===== src/rtl/cond_flag_pkg.sv =====
// Shared types for the condition/flag unit: condition-code enum and NZCV bit positions.
package cond_flag_pkg;

  typedef enum logic [3:0] {
    EQ = 4'h0, NE = 4'h1, CS = 4'h2, CC = 4'h3,
    MI = 4'h4, PL = 4'h5, VS = 4'h6, VC = 4'h7,
    HI = 4'h8, LS = 4'h9, GE = 4'hA, LT = 4'hB,
    GT = 4'hC, LE = 4'hD, AL = 4'hE, NV = 4'hF
  } cond_e;

  // Bit order matches the ALU Flags bus {N,Z,C,V}
  localparam int N_IDX = 3;
  localparam int Z_IDX = 2;
  localparam int C_IDX = 1;
  localparam int V_IDX = 0;

endpackage


===== src/rtl/cond_flag_unit_cond_eval.sv =====
// Combinational ARM-style condition evaluator over a 4-bit NZCV value.
module cond_eval
  import cond_flag_pkg::*;
(
  input  logic [3:0] cond,
  input  logic [3:0] flags,
  output logic       pass
);

  logic n, z, c, v;

  assign n = flags[N_IDX];
  assign z = flags[Z_IDX];
  assign c = flags[C_IDX];
  assign v = flags[V_IDX];

  always_comb begin
    pass = 1'b0;
    case (cond_e'(cond))
      EQ: pass = z;
      NE: pass = !z;
      CS: pass = c;
      CC: pass = !c;
      MI: pass = n;
      PL: pass = !n;
      VS: pass = v;
      VC: pass = !v;
      HI: pass = c & !z;
      LS: pass = !c | z;
      GE: pass = (n == v);
      LT: pass = (n != v);
      GT: pass = !z & (n == v);
      LE: pass = z | (n != v);
      AL: pass = 1'b1;
      NV: pass = 1'b0;
      default: pass = 1'b0;
    endcase
  end

endmodule


===== src/rtl/cond_flag_unit.sv =====
// Architectural NZCV holder with in-flight flag tracking and conditional-issue gating.
// Optional COND_FLAG_ERR_EN adds a sticky error output for counter underflow/overflow events.
module cond_flag_unit
  import cond_flag_pkg::*;
#(
  parameter int MAX_PEND = 3,
  parameter int CNT_W    = $clog2(MAX_PEND + 1)
) (
  input  logic             clk,
  input  logic             rst_n,
  input  logic             flag_wr_valid,
  input  logic [3:0]       flags_in,
  input  logic             issue_valid,
  input  logic [3:0]       issue_cond,
  input  logic             issue_setflags,
  output logic             issue_ready,
  output logic             exec_valid,
  output logic             exec_pass,
  output logic [3:0]       flags_out,
`ifdef COND_FLAG_ERR_EN
  output logic             err_sticky,
`endif
  output logic [CNT_W-1:0] pend_cnt
);

  localparam logic [CNT_W-1:0] PEND_MAX = CNT_W'(MAX_PEND);

  logic [3:0] nzcv;
  logic [3:0] eff;
  logic       pass;
  logic       dep_ok;
  logic       room_ok;
  logic       accept;
  logic       inc;
  logic       dec;

  // A flag write landing this cycle is visible to the instruction issuing alongside it
  assign eff = flag_wr_valid ? flags_in : nzcv;

  cond_eval u_cond_eval (
    .cond  (issue_cond),
    .flags (eff),
    .pass  (pass)
  );

  assign dep_ok = (cond_e'(issue_cond) == AL) || (cond_e'(issue_cond) == NV) ||
                  (pend_cnt == '0) || ((pend_cnt == CNT_W'(1)) && flag_wr_valid);
  assign room_ok = !issue_setflags || (pend_cnt < PEND_MAX) || flag_wr_valid;
  assign issue_ready = dep_ok && room_ok;

  assign accept = issue_valid && issue_ready;
  // A condition-failed op is squashed and never returns flags, so it is not counted
  assign inc = accept && issue_setflags && pass;
  assign dec = flag_wr_valid && (pend_cnt != '0);

  always_ff @(posedge clk) begin
    if (!rst_n) begin
      nzcv       <= 4'b0000;
      pend_cnt   <= '0;
      exec_valid <= 1'b0;
      exec_pass  <= 1'b0;
    end else begin
      if (flag_wr_valid) nzcv <= flags_in;
      exec_valid <= accept;
      if (accept) exec_pass <= pass;
      if (inc && !dec && (pend_cnt != PEND_MAX))
        pend_cnt <= pend_cnt + CNT_W'(1);
      else if (dec && !inc)
        pend_cnt <= pend_cnt - CNT_W'(1);
    end
  end

`ifdef COND_FLAG_ERR_EN
  always_ff @(posedge clk) begin
    if (!rst_n)
      err_sticky <= 1'b0;
    else if ((flag_wr_valid && (pend_cnt == '0)) || (inc && !dec && (pend_cnt == PEND_MAX)))
      err_sticky <= 1'b1;
  end
`endif

  assign flags_out = nzcv;

endmodule


===== config.mk =====
export PLATFORM = sky130hd
export DESIGN_NAME = cond_flag_unit
export DESIGN_NICKNAME = d
export VERILOG_FILES = /design/src/rtl/cond_flag_pkg.sv /design/src/rtl/cond_flag_unit_cond_eval.sv /design/src/rtl/cond_flag_unit.sv
export SDC_FILE = /design/constraint.sdc
export NUM_CORES = 1
export LEC_CHECK = 0
export CAP_MARGIN = 20
export CORE_MARGIN = 2
export CORE_UTILIZATION = 47
export CTS_BUF_LIST = sky130_fd_sc_hd__clkbuf_8
export DETAILED_ROUTE_END_ITERATION = 6
export PLACE_DENSITY = 0.8
export SETUP_SLACK_MARGIN = 0.3
export SLEW_MARGIN = 10
export SYNTH_ARGS = -nofsm -noshare
export SYNTH_HDL_FRONTEND = slang
export SYNTH_SLANG_ARGS = --single-unit

===== constraint.sdc =====
create_clock -name clk -period 2.7 [get_ports clk]
set_input_delay 0.54 -clock clk [delete_from_list [all_inputs] [get_ports clk]]
set_output_delay 0.54 -clock clk [all_outputs]
set_load 0.05 [all_outputs]

==> impl_results.md <==
* Worst VDD drop at 481 uV
* Final period utilization at 85.5%
* # DRC at 0
* WL final at 1760 um
* Synth area leaders: dfxtp_1 23%, mux2i_1 5.8%, ha_1 5.5%, nor2b_1 4.6%, buf_6 3.3%
* Fmax at 0.433 GHz
* Max Buffers Root-to-Sink at 2
* Met3 wire length at 112 um
* Register area share after synthesis at 23.3%
* Post-synth EDFFs at 0
* CTS tree: yes
* Die width at 42.2 um
* Unrepaired setup endpoints after global routing: true
* Post-synthesis area per instance at 8.48 sq um
* M1 WL at 822 um
* Largest area contributor in the netlist: dfxtp_1
* Most frequent cell after synthesis: dfxtp_1
* Setup crit start kind: input port
* Initial antenna violation count at 0
* Max-Cap Viols at 0
* CTS Sinks at 8
* DRT Pass-1 Iters at 4
* Outcome: finished clean
* Routed Antenna Nets at 0
* Clock latency on the worst-skew pair at 230 ps
* Setup CP Type: in -> reg
* Final-report setup violation count at 0
* CP max FO at 2
* Core area at 1330 sq um
* Final WS setup at 391 ps
* DRT iter0 DRCs at 17
* Post-DP HPWL at 1370 um
* Synth Cell Area at 687 sq um
* Ports at 22
* Setup crit end kind: flip-flop
* Max-slew violation count at 0
* GP Congestion at 0.853
* Vias at 726
* Wirelength per Cell at 13.7 um
* Setup_tns at 0 ps
* Placed Area at 973 sq um
* Reg-to-reg setup timing slack at 620 ps
* Hold Path Class: reg -> reg
* Clock skew at 6.17 ps
* Final hold vios at 0
* Worst Path Arrival at 2480 ps
* First-pass GRT wire length at 3000 um
* Die span in y at 42.2 um
* Port Buffers at 21
* Vias in the first global route at 688
* Min cycle time layout at 2310 ps
* Post-synthesis net count at 97
* GRT Util Overall at 21.7%
* Worst-margin pin slew at 502 ps
* Die area at 1780 sq um
* Relative slew slack at 66.5%
* CTS root buffer: clkbuf_8
* Pwr/cell area at 683 nW/um^2
* Clk slew on worst S/H paths at 40 ps
* Synth unique cells at 37
* Row count at 13
* Gate Count Post-Synth at 81
* Yosys top cell area share at 23.3%
* LEAKAGE at 0.453 nW
* Minimum hold slack at 543 ps
* FFs w/ async S/R, synth at 0%
* Design Area, Final at 1040 sq um
* Ys flop type: dfxtp_1
* Max layer used: met4
* Antenna diode count at 0
* Wire length on met2 at 801 um
* Data required time at the worst endpoint at 2870 ps
* Share of cells above drive strength 1 at 24.6%
* FF+latch count, synth at 8
* Area grow syn2layout at 51.4%
* Total CTS buffers at 3
* Placement Setup Slack at 6.73 ps
* Layout net count at 132
* Max H-tree Level at 1
* Via-per-instance ratio at 5.63
* Total gr overflow at 0
* Number of warnings issued by yosys at 0
* Initial Util at 51.5%
* Synth top cells by count: 8 x dfxtp_1, 6 x inv_1, 6 x nand2_1, 6 x nor2_1, 5 x nor2b_1
* Largest net degree at the start of global routing at 11
==> registers in the layout, summed over array words and instances, names as in the netlist <==
signal and cells:
exec_pass 1, flags_out 4, exec_valid 1, pend_cnt 2
==> where the power goes <==
| group | leakage [nW] | total, W | internal, W | switching, W |
|---|---|---|---|---|
| Sequential | 0.0661 | 0.000156 | 0.000139 | 0.0000171 |
| Clock | 0.0216 | 0.000142 | 0.0000965 | 0.0000457 |
| Combinational | 0.366 | 0.000412 | 0.000179 | 0.000233 |
| Total | 0.453 | 0.000710 | 0.000414 | 0.000296 |
==> per-layer routing <==
layer / GRT usage (%) / up-vias
met2: 33.2 / 29
met4: 8.13 / 0
met5: 0 / -
met3: 4.31 / 4
li1: - / 358
met1: 29.9 / 335
==> cell type report <==
cell class	instances	area (sq um)
Multi-Input combinational cell	62	477
Timing Repair Buffer	35	320
Fill cell	104	294
Sequential cell	8	160
Clock buffer	3	41.3
Inverter	6	22.5
Tap cell	15	18.8
==> cell usage in the layout, fill, tap and decap left out, drive strengths merged, types with 2 or more instances in the layout <==
master         instances
buf                   15
clkdlybuf4s50         14
dfxtp                  8
inv                    6
nand2                  6
nor2                   6
nor2b                  5
mux2i                  4
and2                   4
nand3b                 3
ha                     3
clkbuf                 3
dlygate4sd2            3
dlymetal6s2s           3
o21ai                  3
xnor2                  2
xor2                   2
mux2                   2
o311a                  2
==> cells by family after synthesis <==
group                    share of synthesized area [%]
flip-flops                                        23.3
AND/OR/NAND/NOR                                   26.4
XOR/XNOR                                          5.10
multiplexers                                      12.4
buffers and inverters                             8.74
AO/OA/AOI/OAI                                     18.6
adder cells (fa/ha/maj)                           5.47
==> what timing repair did <==
action / CTS / global route
buffers inserted: 1 / 0
hold buffers: 0 / 0
endpoints found under the hold margin: 0 / 0
pin swaps: 1 / 0
resized for setup: 5 / 5
cloned: 0 / 0
endpoints found under the setup margin: 4 / 4
==> metrics by stage <==
stage          total power (W)  util (%)  cells
6_report              0.000710      78.0    129
5_1_grt               0.000754      78.0    129
4_1_cts               0.000707      77.0    129
3_5_place_dp          0.000541      73.0    125
3_3_place_gp          0.000532      73.0    125
2_1_floorplan         0.000414         -     81
==> worst paths after layout <==
kind                                 start                       end  cells after the start
hold reg to reg   pend_cnt[1]$_SDFFE_PN0P_  pend_cnt[1]$_SDFFE_PN0P_                      2
setup reg to reg  pend_cnt[0]$_SDFFE_PN0P_  pend_cnt[0]$_SDFFE_PN0P_                     10
hold / removal    pend_cnt[1]$_SDFFE_PN0P_  pend_cnt[1]$_SDFFE_PN0P_                      2
setup / recovery             issue_cond[0]    exec_pass$_SDFFE_PN0N_                      8
==> critical path, cell delays in order <==
cell             delay [ps]
clkdlybuf4s50_1         430
or4_4                   540
o311a_1                 140
o311a_1                 110
o211a_1                 140
and2_4                  150
o32ai_1                 260
and2_1                  170
Power figures use the tool's default switching activity.
